--- src/rtl/vm_pkg.sv ---
// Shared coin encodings, coin values and controller state for the vending controller.
package vm_pkg;

  localparam logic [1:0] COIN_5   = 2'd0;
  localparam logic [1:0] COIN_10  = 2'd1;
  localparam logic [1:0] COIN_25  = 2'd2;
  localparam logic [1:0] COIN_100 = 2'd3;

  localparam int unsigned VAL_5   = 5;
  localparam int unsigned VAL_10  = 10;
  localparam int unsigned VAL_25  = 25;
  localparam int unsigned VAL_100 = 100;

  typedef enum logic [1:0] {IDLE, CREDIT, VEND, CHANGE} vm_state_e;

  function automatic logic [6:0] coin_value(input logic [1:0] c);
    case (c)
      COIN_5:  return 7'(VAL_5);
      COIN_10: return 7'(VAL_10);
      COIN_25: return 7'(VAL_25);
      default: return 7'(VAL_100);
    endcase
  endfunction

endpackage

--- src/rtl/vend_ctrl_if.sv ---
// Front-end <-> controller signal bundle. master = button/coin/dispenser side, slave = controller.
interface vend_ctrl_if #(
  parameter int SEL_W    = 4,
  parameter int CREDIT_W = 8
) ();
  logic                coin_valid;
  logic [1:0]          coin_type;
  logic                coin_reject;
  logic                select_valid;
  logic [SEL_W-1:0]    select;
  logic                cancel;
  logic                dispense_valid;
  logic [SEL_W-1:0]    dispense_id;
  logic                dispense_ready;
  logic                change_valid;
  logic [1:0]          change_coin;
  logic                change_ready;
  logic [CREDIT_W-1:0] credit;
  logic [CREDIT_W-1:0] price;
  logic                sold_out;

  modport master (
    output coin_valid, coin_type, select_valid, select, cancel, dispense_ready, change_ready,
    input  coin_reject, dispense_valid, dispense_id, change_valid, change_coin, credit, price, sold_out
  );

  modport slave (
    input  coin_valid, coin_type, select_valid, select, cancel, dispense_ready, change_ready,
    output coin_reject, dispense_valid, dispense_id, change_valid, change_coin, credit, price, sold_out
  );
endinterface

--- src/rtl/vm_change_sel.sv ---
// Greedy change picker: largest of 25c/10c/5c not exceeding the given credit.
module vm_change_sel
  import vm_pkg::*;
#(
  parameter int CREDIT_W = 8
) (
  input  logic [CREDIT_W-1:0] credit,
  output logic [1:0]          coin,
  output logic [CREDIT_W-1:0] value
);
  always_comb begin
    coin  = COIN_5;
    value = CREDIT_W'(VAL_5);
    if (credit >= CREDIT_W'(VAL_25)) begin
      coin  = COIN_25;
      value = CREDIT_W'(VAL_25);
    end else if (credit >= CREDIT_W'(VAL_10)) begin
      coin  = COIN_10;
      value = CREDIT_W'(VAL_10);
    end
  end
endmodule

--- src/rtl/vend_ctrl.sv ---
// Vending controller: coin credit, select/price check, dispense and greedy change handshakes.
// Define VM_STOCK_EN to enable per-product stock counters and the sold_out pulse.
module vend_ctrl
  import vm_pkg::*;
#(
  parameter int NUM_PRODUCTS = 4,
  parameter int SEL_W        = 4,
  parameter int CREDIT_W     = 8,
  parameter int MAX_CREDIT   = 200,
  parameter logic [NUM_PRODUCTS*CREDIT_W-1:0] PRICE_TABLE = {8'd125, 8'd100, 8'd75, 8'd50},
  parameter int STOCK_W      = 4,
  parameter int STOCK_INIT   = 5
) (
  input logic        clk,
  input logic        reset,
  vend_ctrl_if.slave bus
);

  vm_state_e           state_q, state_d;
  logic [CREDIT_W-1:0] credit_q, credit_d;
  logic [CREDIT_W-1:0] price_q, price_d;
  logic                coin_reject_q, coin_reject_d;
  logic                sold_out_q, sold_out_d;
  logic                dispense_valid_q, dispense_valid_d;
  logic [SEL_W-1:0]    dispense_id_q, dispense_id_d;
  logic                change_valid_q, change_valid_d;
  logic [1:0]          change_coin_q, change_coin_d;
  logic [CREDIT_W-1:0] change_val_q, change_val_d;

  logic                sel_ok, coin_ok, stock_empty;
  logic [CREDIT_W-1:0] sel_price;
  logic [CREDIT_W:0]   coin_sum;
  logic [1:0]          pick_coin;
  logic [CREDIT_W-1:0] pick_val;

  function automatic logic [CREDIT_W-1:0] price_of(input logic [SEL_W-1:0] s);
    price_of = '0;
    for (int i = 0; i < NUM_PRODUCTS; i++)
      if (int'(s) == i) price_of = PRICE_TABLE[i*CREDIT_W +: CREDIT_W];
  endfunction

  assign sel_ok    = bus.select_valid && (int'(bus.select) < NUM_PRODUCTS);
  assign sel_price = price_of(bus.select);
  assign coin_sum  = {1'b0, credit_q} + (CREDIT_W+1)'(coin_value(bus.coin_type));

  always_comb begin
    state_d          = state_q;
    credit_d         = credit_q;
    price_d          = price_q;
    dispense_valid_d = dispense_valid_q;
    dispense_id_d    = dispense_id_q;
    change_valid_d   = change_valid_q;
    coin_reject_d    = 1'b0;
    sold_out_d       = 1'b0;
    coin_ok          = 1'b1;
    case (state_q)
      IDLE, CREDIT: begin
        // cancel beats select beats coin; a taken cancel/select swallows the coin
        if (bus.cancel && state_q == CREDIT) begin
          state_d        = CHANGE;
          change_valid_d = 1'b1;
          coin_ok        = 1'b0;
        end else if (sel_ok) begin
          price_d = sel_price;
          if (stock_empty) begin
            sold_out_d = 1'b1;
          end else if (credit_q >= sel_price) begin
            state_d          = VEND;
            dispense_valid_d = 1'b1;
            dispense_id_d    = bus.select;
            coin_ok          = 1'b0;
          end
        end
        if (bus.coin_valid) begin
          if (coin_ok && coin_sum <= (CREDIT_W+1)'(MAX_CREDIT)) begin
            credit_d = coin_sum[CREDIT_W-1:0];
            state_d  = CREDIT;
          end else begin
            coin_reject_d = 1'b1;
          end
        end
      end
      VEND: begin
        coin_reject_d = bus.coin_valid;
        if (bus.dispense_ready) begin
          dispense_valid_d = 1'b0;
          credit_d         = credit_q - price_q;
          if (credit_d != '0) begin
            state_d        = CHANGE;
            change_valid_d = 1'b1;
          end else begin
            state_d = IDLE;
          end
        end
      end
      CHANGE: begin
        coin_reject_d = bus.coin_valid;
        if (bus.change_ready) begin
          credit_d = credit_q - change_val_q;
          if (credit_d == '0) begin
            state_d        = IDLE;
            change_valid_d = 1'b0;
          end
        end
      end
      default: state_d = IDLE;
    endcase
  end

  // Picker sees next-cycle credit so the registered coin always matches the registered credit.
  vm_change_sel #(.CREDIT_W(CREDIT_W)) u_change_sel (
    .credit (credit_d),
    .coin   (pick_coin),
    .value  (pick_val)
  );

  always_comb begin
    change_coin_d = change_coin_q;
    change_val_d  = change_val_q;
    if (change_valid_d) begin
      change_coin_d = pick_coin;
      change_val_d  = pick_val;
    end
  end

`ifdef VM_STOCK_EN
  logic [NUM_PRODUCTS-1:0][STOCK_W-1:0] stock_q, stock_d;
  logic                                 stock_dec;

  assign stock_dec = (state_q == VEND) && bus.dispense_ready;

  always_comb begin
    stock_d     = stock_q;
    stock_empty = 1'b0;
    for (int i = 0; i < NUM_PRODUCTS; i++) begin
      if (stock_dec && int'(dispense_id_q) == i) stock_d[i] = stock_q[i] - 1'b1;
      if (int'(bus.select) == i && stock_q[i] == '0) stock_empty = 1'b1;
    end
  end

  always_ff @(posedge clk or negedge reset) begin
    if (!reset) begin
      for (int i = 0; i < NUM_PRODUCTS; i++) stock_q[i] <= STOCK_W'(STOCK_INIT);
    end else begin
      stock_q <= stock_d;
    end
  end
`else
  assign stock_empty = 1'b0;
`endif

  always_ff @(posedge clk or negedge reset) begin
    if (!reset) begin
      state_q          <= IDLE;
      credit_q         <= '0;
      price_q          <= '0;
      coin_reject_q    <= 1'b0;
      sold_out_q       <= 1'b0;
      dispense_valid_q <= 1'b0;
      dispense_id_q    <= '0;
      change_valid_q   <= 1'b0;
      change_coin_q    <= COIN_5;
      change_val_q     <= '0;
    end else begin
      state_q          <= state_d;
      credit_q         <= credit_d;
      price_q          <= price_d;
      coin_reject_q    <= coin_reject_d;
      sold_out_q       <= sold_out_d;
      dispense_valid_q <= dispense_valid_d;
      dispense_id_q    <= dispense_id_d;
      change_valid_q   <= change_valid_d;
      change_coin_q    <= change_coin_d;
      change_val_q     <= change_val_d;
    end
  end

  assign bus.coin_reject    = coin_reject_q;
  assign bus.sold_out       = sold_out_q;
  assign bus.dispense_valid = dispense_valid_q;
  assign bus.dispense_id    = dispense_id_q;
  assign bus.change_valid   = change_valid_q;
  assign bus.change_coin    = change_coin_q;
  assign bus.credit         = credit_q;
  assign bus.price          = price_q;

endmodule

--- src/flat_wrapper.sv ---
// flat-port wrapper written by rule: the top's interface ports become plain ports
module vend_ctrl_flat import vm_pkg::*;
#(
  parameter int NUM_PRODUCTS = 4,
  parameter int SEL_W        = 4,
  parameter int CREDIT_W     = 8,
  parameter int MAX_CREDIT   = 200,
  parameter logic [NUM_PRODUCTS*CREDIT_W-1:0] PRICE_TABLE = {8'd125, 8'd100, 8'd75, 8'd50},
  parameter int STOCK_W      = 4,
  parameter int STOCK_INIT   = 5
)
  (clk, reset, bus_coin_valid, bus_coin_type, bus_select_valid, bus_select, bus_cancel, bus_dispense_ready, bus_change_ready, bus_coin_reject, bus_dispense_valid, bus_dispense_id, bus_change_valid, bus_change_coin, bus_credit, bus_price, bus_sold_out);
  vend_ctrl_if #(.SEL_W(SEL_W), .CREDIT_W(CREDIT_W)) bus_i ();
  input logic clk;
  input logic reset;
  input wire logic [$bits(bus_i.coin_valid)-1:0] bus_coin_valid;
  input wire logic [$bits(bus_i.coin_type)-1:0] bus_coin_type;
  input wire logic [$bits(bus_i.select_valid)-1:0] bus_select_valid;
  input wire logic [$bits(bus_i.select)-1:0] bus_select;
  input wire logic [$bits(bus_i.cancel)-1:0] bus_cancel;
  input wire logic [$bits(bus_i.dispense_ready)-1:0] bus_dispense_ready;
  input wire logic [$bits(bus_i.change_ready)-1:0] bus_change_ready;
  output wire logic [$bits(bus_i.coin_reject)-1:0] bus_coin_reject;
  output wire logic [$bits(bus_i.dispense_valid)-1:0] bus_dispense_valid;
  output wire logic [$bits(bus_i.dispense_id)-1:0] bus_dispense_id;
  output wire logic [$bits(bus_i.change_valid)-1:0] bus_change_valid;
  output wire logic [$bits(bus_i.change_coin)-1:0] bus_change_coin;
  output wire logic [$bits(bus_i.credit)-1:0] bus_credit;
  output wire logic [$bits(bus_i.price)-1:0] bus_price;
  output wire logic [$bits(bus_i.sold_out)-1:0] bus_sold_out;
  assign bus_i.coin_valid = bus_coin_valid;
  assign bus_i.coin_type = bus_coin_type;
  assign bus_i.select_valid = bus_select_valid;
  assign bus_i.select = bus_select;
  assign bus_i.cancel = bus_cancel;
  assign bus_i.dispense_ready = bus_dispense_ready;
  assign bus_i.change_ready = bus_change_ready;
  assign bus_coin_reject = bus_i.coin_reject;
  assign bus_dispense_valid = bus_i.dispense_valid;
  assign bus_dispense_id = bus_i.dispense_id;
  assign bus_change_valid = bus_i.change_valid;
  assign bus_change_coin = bus_i.change_coin;
  assign bus_credit = bus_i.credit;
  assign bus_price = bus_i.price;
  assign bus_sold_out = bus_i.sold_out;
  vend_ctrl #(.NUM_PRODUCTS(NUM_PRODUCTS), .SEL_W(SEL_W), .CREDIT_W(CREDIT_W), .MAX_CREDIT(MAX_CREDIT), .PRICE_TABLE(PRICE_TABLE), .STOCK_W(STOCK_W), .STOCK_INIT(STOCK_INIT)) u_core (.clk(clk), .reset(reset), .bus(bus_i));
endmodule
--- config.mk ---
export PLATFORM = sky130hd
export DESIGN_NAME = vend_ctrl_flat
export DESIGN_NICKNAME = d
export VERILOG_FILES = /design/src/rtl/vm_pkg.sv /design/src/rtl/vend_ctrl_if.sv /design/src/rtl/vm_change_sel.sv /design/src/rtl/vend_ctrl.sv /design/src/flat_wrapper.sv
export SDC_FILE = /design/constraint.sdc
export NUM_CORES = 1
export LEC_CHECK = 0
export ABC_AREA = 1
export CAP_MARGIN = 0
export CORE_ASPECT_RATIO = 2
export CORE_MARGIN = 2
export CORE_UTILIZATION = 57
export DETAILED_ROUTE_END_ITERATION = 7
export GPL_TIMING_DRIVEN = 0
export HOLD_SLACK_MARGIN = 0.02
export MAX_ROUTING_LAYER = met4
export PLACE_DENSITY = 0.79
export SLEW_MARGIN = 15
export SYNTH_ARGS = -nofsm -noshare
export SYNTH_HDL_FRONTEND = slang
export SYNTH_HIERARCHICAL = 1
export SYNTH_SLANG_ARGS = --single-unit
--- constraint.sdc ---
create_clock -name clk -period 3.93 [get_ports clk]
set_clock_uncertainty 0.05 [all_clocks]
set_input_delay 0.393 -clock clk [delete_from_list [all_inputs] [get_ports clk]]
set_output_delay 0.393 -clock clk [all_outputs]
set_load 0.01 [all_outputs]
==> results of run 1 <==
-- metrics by stage --
stage / area [um^2] / utilization [%]
after floorplan: 3191 / -
after global placement: 3626 / 66.90
after global routing: 3710 / 68.44
after detailed placement: 3621 / 66.81
after CTS: 3707 / 68.40
final: 3710 / 68.44
-- worst max-delay path, cell delays in order --
cell and delay (ns):
clkdlybuf4s50_1 0.41, nor2_2 0.21, inv_1 0.08, a21oi_1 0.19
inv_1 0.09, a21oi_1 0.17, inv_1 0.07, ha_1 0.17
a21oi_1 0.13, nor2_1 0.06, nor2_2 0.09, nand3_2 0.12
a21oi_4 0.20, nand4_4 0.19, buf_6 0.19, o211ai_2 0.14
nand2_1 0.17, nor2_1 0.14, nand2_1 0.07, nor2_2 0.15
nor2_2 0.06, buf_4 0.13, nand2_1 0.05, nand2_1 0.04
-- area by class of cell --
| cell class | instances | share of cell area (%) |
|---|---|---|
| Sequential cell | 33 | 22.26 |
| Multi-Input combinational cell | 327 | 52.45 |
| Buffer | 15 | 3.170 |
| Inverter | 81 | 8.196 |
| Tap cell | 60 | 2.024 |
| Timing Repair Buffer | 36 | 9.578 |
| Clock buffer | 7 | 2.327 |
-- metal layers --
| metal | GRT usage, % | routed length, um | vias up |
|---|---|---|---|
| met3 | 3.529 | 243 | 37 |
| met4 | 21.10 | 554 | 0 |
| met5 | - | 0 | - |
| met1 | 28.17 | 3055 | 1368 |
| li1 | - | - | 1530 |
| met2 | 52.49 | 4389 | 76 |
-- worst paths after layout --
| kind | endpoint | slack (ns) | cells after the start |
|---|---|---|---|
| max | u_core/change_val_q[1] | 0.35 | 24 |
| min | u_core/bus.price[6] | 0.12 | 1 |
| max reg2reg | u_core/change_val_q[1] | 0.65 | 18 |
| min reg2reg | u_core/bus.dispense_id[0] | 0.43 | 2 |
| max in group asynchronous | u_core/bus.credit[0] | 3.21 | 1 |
| min in group clk | u_core/bus.dispense_id[0] | 0.43 | 2 |
-- kinds of logic after synthesis --
logic type,count (synthesis),synth area share (%)
AND/OR/NAND/NOR,213,29.59
buffers and inverters,96,13.26
AO/OA/AOI/OAI,64,13.81
adder cells (fa/ha/maj),34,14.09
flip-flops,33,25.97
XOR/XNOR,11,3.030
other,2,0.2362
-- registers in the layout, summed over array words and instances, names as in the netlist --
register,cells
u_core/bus.coin_reject,1
u_core/bus.credit,8
u_core/bus.change_coin,2
u_core/change_val_q,8
u_core/bus.dispense_valid,1
u_core/state_q,2
u_core/bus.dispense_id,4
u_core/bus.price,6
u_core/bus.change_valid,1
-- cell usage after synthesis, types with 2 or more instances --
cell type and instances:
o221ai_1 3, buf_4 10, ha_1 31, a21oi_4 2
o21a_1 3, xnor2_1 4, a21oi_1 15, o21bai_1 3
nand2_2 4, conb_1 2, o21ai_1 4, nand3_1 31
nor2_1 27, o21ai_0 19, xor2_1 7, inv_2 3
o211ai_2 5, nor3_1 2, nand2_1 124, nand4_1 8
or2_1 3, o211ai_1 3, nand3b_1 2, dfrtp_1 33
fa_1 3, buf_6 3, nor2_2 7, inv_1 77
a221oi_1 2
-- timing repair --
item / 4_1_cts / 5_1_grt
endpoints found under the setup margin: 0 / 1
gates resized for setup: 0 / 1
hold buffers: 0 / 0
==> flow_summary.json, run 1 <==
{
  "status": "finished, final reports clean",
  "cts_buffer_depth": 2,
  "multi_input_area_mm2": 0.001946,
  "worstMarginPinSlew_ns": 0.7854,
  "syn_inst": 453,
  "drv_slew": 0,
  "tns_ns": 0,
  "syn2layout_area_growth_pct": 16.69,
  "core_mm2": 0.005420,
  "cts_sinks": 33,
  "routed_wl_mm": 8.242,
  "rows": 38,
  "ioPinCount": 39,
  "final_common_cell": "nand2_1",
  "finalWorstSetupSlack_ns": 0.3476,
  "max_clock_freq_ghz": 0.2791,
  "fp.dieH_um": 109.6,
  "yosys.area.top_type": "dfrtp_1",
  "cts_setup_buffers": 0,
  "numPortBuffers": 36,
  "globalRouteTotalUtil_pct": 29.19,
  "num_antenna_cells": 0,
  "end_kind": "flip-flop",
  "synthArstFlopShare_pct": 100.0,
  "fin_nets": 546,
  "antenna_found_initial": 0,
  "synth-main-ff-cell": "dfrtp_1",
  "finalCriticalPeriod_ns": 3.582,
  "synth_top_area_share_pct": 25.97,
  "rr_startpoint": "u_core/bus.credit[1]",
  "drive_gt1_share_pct": 9.619,
  "dieWidth_um": 56.81,
  "cp_max_fo": 10,
  "ys_ff_latch": 33,
  "final_cell_mix": "nand2_1 (124), inv_1 (77), clkdlybuf4s50_1 (35), dfrtp_1 (33)",
  "worst_hold_slack_ns": 0.1214,
  "hp-class": "in -> async",
  "dr_total_vias": 3011,
  "clk_pin_slew_ns": 0.07,
  "ys_types": 42,
  "place_ws_ns": -0.01964,
  "setup_viol": 0,
  "place_inst": 552,
  "cts_made_buffers": 5,
  "seqCellArea_um2": 825.8,
  "drc": 0,
  "rsz0062_at_grt": "false",
  "start_util_pct": 58.66,
  "startpoint_type": "input pin",
  "fin_crit_sh_pct": 91.16,
  "crit_type": "in -> reg",
  "gp_congestion": 0.9012,
  "drt-vias-per-instance": 5.386,
  "synthTopCellsByArea": "dfrtp_1 (26%), nand2_1 (15%), ha_1 (12%)",
  "die_area_mm2": 0.006228,
  "hold_viol": 0,
  "grt_pass1_vias": 3026,
  "syn_area_mm2": 0.003179,
  "routedWlPerCell_um": 14.74,
  "cap_violations": 0,
  "max_slew_margin_pct": 47.64,
  "yosys_warnings": 6,
  "synth_edf_count": 0,
  "ys_seq_area_share_pct": 25.97,
  "grt_pass1_wl_mm": 13.48,
  "finalNonFillerCells": 559,
  "grt_start_max_net_pins": 34,
  "fillCellCount": 496,
  "grt_remaining_overflow": 0,
  "syn-mean-instance-area_um2": 7.018,
  "htreeDepth": 2,
  "ant_nets": 0,
  "drt_first_pass_iters": 5,
  "cp.arrival_ns": 3.72,
  "cts_tree": "yes",
  "worstPathRequired_ns": 4.07,
  "cp-startpoint": "bus_select[3]",
  "drt_iter0_markers": 132,
  "cts-root-buf": "clkbuf_8",
  "dp_hpwl_mm": 6.650,
  "clk_latency_ns": 0.30
}
Power of run 1 is left out: the tool's default activity adds up to more than one toggle a clock period on the data nets, which glitch-free logic cannot reach.
==> run 2, diff against run 1 <==
ABC_AREA = default   (was 1)
PLACE_DENSITY = 0.8   (was 0.79)
==> run 2 against run 1 <==
  * Via count fell by 5.0%
  * First-iteration DRC count rose by 9.8%
  * Global-route usage rose by 2.8 points
  * Final cell count fell by 19%
  * Critical endpoint is now u_core/change_val_q[3]
  * Count of clock-buffer cells in the layout did not move
  * Die area fell by 5.9%
==> flow_summary.json, run 2 <==
{
  "status": "finished, final reports clean",
  "cp.arrival_ns": 4.02,
  "drive_gt1_share_pct": 24.49,
  "drv_slew": 0,
  "cts_tree": "yes",
  "synth_compound_gate_area_share_pct": 22.04,
  "numPortBuffers": 36,
  "fillCellCount": 358,
  "ys_types": 56,
  "cts_made_buffers": 5,
  "worstMarginPinSlew_ns": 0.7600,
  "syn2layout_area_growth_pct": 32.49,
  "clk_pin_slew_ns": 0.07,
  "max_slew_margin_pct": 49.33,
  "yosys_warnings": 6,
  "syn_inst": 327,
  "syn_area_mm2": 0.002980,
  "core_mm2": 0.005092,
  "setup_viol": 0,
  "drt-vias-per-instance": 6.358,
  "globalRouteTotalUtil_pct": 31.98,
  "cts_sinks": 33,
  "synth_edf_count": 0,
  "hp-class": "in -> async",
  "yosysMostFrequentCell": "dfrtp_1",
  "synth_top_family_by_area": "compound AO/OA/AOI/OAI gates",
  "final_common_cell": "clkdlybuf4s50_1",
  "power_density_mw_per_mm2": 896.7,
  "post-route-util_pct": 77.54,
  "synth-main-ff-cell": "dfrtp_1",
  "ant_nets": 0,
  "muxShareOfSynthArea_pct": 8.732,
  "postLayoutCellArea_mm2": 0.003949,
  "final_cell_mix": "clkdlybuf4s50_1 (29), dfrtp_1 (28), inv_1 (26), buf_4 (23), ha_1 (22)",
  "htreeDepth": 2,
  "yosys.area_share.adder_pct": 15.03,
  "num_antenna_cells": 0,
  "synthTopCellsByArea": "dfrtp_1 (28%), ha_1 (13%), mux2_4 (4.5%)",
  "routedWlPerCell_um": 19.00,
  "grt_remaining_overflow": 0,
  "start_util_pct": 58.53,
  "synth_xor_area_share_pct": 4.408,
  "grt_pass1_vias": 2840,
  "routed_wl_mm": 8.548,
  "cap_violations": 0,
  "end_kind": "flip-flop",
  "die_area_mm2": 0.005858,
  "synthTopCellsByCount": "dfrtp_1 (33), ha_1 (31), inv_1 (27)",
  "cts_buffer_depth": 2,
  "rows": 37,
  "synth_top_area_share_pct": 27.71,
  "fin_crit_sh_pct": 98.86,
  "dieWidth_um": 55.13,
  "drt_first_pass_iters": 6,
  "ys_ff_latch": 33,
  "crit_type": "reg -> reg",
  "max_clock_freq_ghz": 0.2574,
  "finalCriticalPeriod_ns": 3.885,
  "clk_latency_ns": 0.30,
  "syn-mean-instance-area_um2": 9.114,
  "fin_nets": 438,
  "drt_iter0_markers": 145,
  "yosys.area.top_type": "dfrtp_1",
  "regToRegSetupSlack_ns": 0.04,
  "power_leakage_uw": 0.001755,
  "synthArstFlopShare_pct": 100.0,
  "dp_hpwl_mm": 5.944,
  "startpoint_type": "flip-flop",
  "grt_start_max_net_pins": 34,
  "ys_seq_area_share_pct": 27.71,
  "dr_total_vias": 2861,
  "yosys.area_share.simple_pct": 15.16,
  "ctsHoldBuffers": 0,
  "antenna_found_initial": 0,
  "placed_cell_area_mm2": 0.003420,
  "gp_congestion": 1.007,
  "drc": 0,
  "grt_pass1_wl_mm": 13.03,
  "peakVddDrop_mv": 0.7159,
  "cp_max_fo": 4,
  "hold_viol": 0,
  "worstPathRequired_ns": 4.06,
  "cts-root-buf": "clkbuf_8",
  "fp.dieH_um": 106.3,
  "ioPinCount": 39
}
run 2: cell count changes after synthesis, moves of 7 or more:
cell,change
nand4_1,-8
nand3_1,-23
nor2_2,-7
nand2b_1,+7
inv_1,-50
mux2_4,+9
nor2b_1,+7
nor2_1,-10
nor3_1,+9
a211oi_1,+7
nand2_1,-106
mux2i_1,+8
run 2: routing by layer:
layer / part of all wire [%] / wire length [um] / global-route usage (%) / vias to the layer above
met1: 33 / 2824 / 30.72 / 1362
met5: 0 / 0 / - / -
li1: - / - / - / 1318
met3: 5.0 / 426 / 6.461 / 46
met2: 55 / 4680 / 53.06 / 135
met4: 7.2 / 617 / 22.82 / 0
run 2: critical path, cell delays in order (launching register included):
cell and delay (ns):
dfrtp_2 0.44, ha_4 0.19, fa_2 0.40, a21oi_4 0.19
o211ai_1 0.17, a211oi_2 0.32, o211ai_1 0.15, buf_4 0.18
a32oi_4 0.21, buf_6 0.16, buf_16 0.11, mux2i_4 0.21
a21oi_2 0.10, nor3_4 0.24, or3b_1 0.37, mux2_4 0.26
run 2: final cells by class:
class | count | area (um^2) | share of cell area, %
plain buffers | 15 | 93.84 | 2.376
clock buffers | 7 | 86.33 | 2.186
clock inverters | 1 | 30.03 | 0.7605
inverters | 28 | 105.1 | 2.662
multi-input cells | 254 | 2202 | 55.77
flip-flops and latches | 33 | 832.0 | 21.07
well taps | 58 | 72.57 | 1.838
repair buffers | 54 | 526.8 | 13.34
run 2: cells by family (layout without fill, tap and decap cells):
logic type,count (synthesis),after routing
AND/OR/NAND/NOR,85,85
flip-flops,33,33
buffers and inverters,43,105
XOR/XNOR,15,15
other,2,5
AO/OA/AOI/OAI,94,94
multiplexers,21,21
adder cells (fa/ha/maj),34,34
run 2: what timing repair did:
action | 4_1_cts | 5_1_grt
gates resized for setup | 37 | 29
pin swaps | 14 | 15
gates cloned | 1 | 0
setup endpoints to repair | 8 | 7
buffers inserted | 9 | 8
run 2: worst paths after layout:
check	endpoint	depth (start not counted)	start
setup / recovery	u_core/change_val_q[3]	15	u_core/bus.credit[0]
hold / removal	u_core/change_val_q[0]	1	reset
setup reg to reg	u_core/change_val_q[3]	15	u_core/bus.credit[0]
hold reg to reg	u_core/bus.price[5]	2	u_core/bus.price[5]
max in group asynchronous	u_core/bus.credit[5]	1	reset
min in group clk	u_core/bus.dispense_id[0]	2	bus_select[0]
run 2: power breakdown:
| group | leakage (uW) | switching, uW | internal [uW] |
|---|---|---|---|
| logic | 0.00130 | 1330 | 1280 |
| clock network | 0.0000585 | 133 | 207 |
| registers | 0.000394 | 151 | 444 |
run 2: per-stage QoR:
stage                     hold WS (ns)  TNS, ns  setup slack [ns]  total power, uW  cells
after floorplan                0.04741        0            0.1102             2037    330
after global placement          0.4323   -7.963            -1.055             2546    424
after detailed placement        0.4410   -8.933            -1.115             2596    424
after CTS                       0.1334        0          0.003642             3264    442
after global routing            0.1684  -0.1369          -0.05458             3759    450
final                           0.1114        0           0.04496             3541    450
No activity file was read; power rests on OpenSTA's default activity.
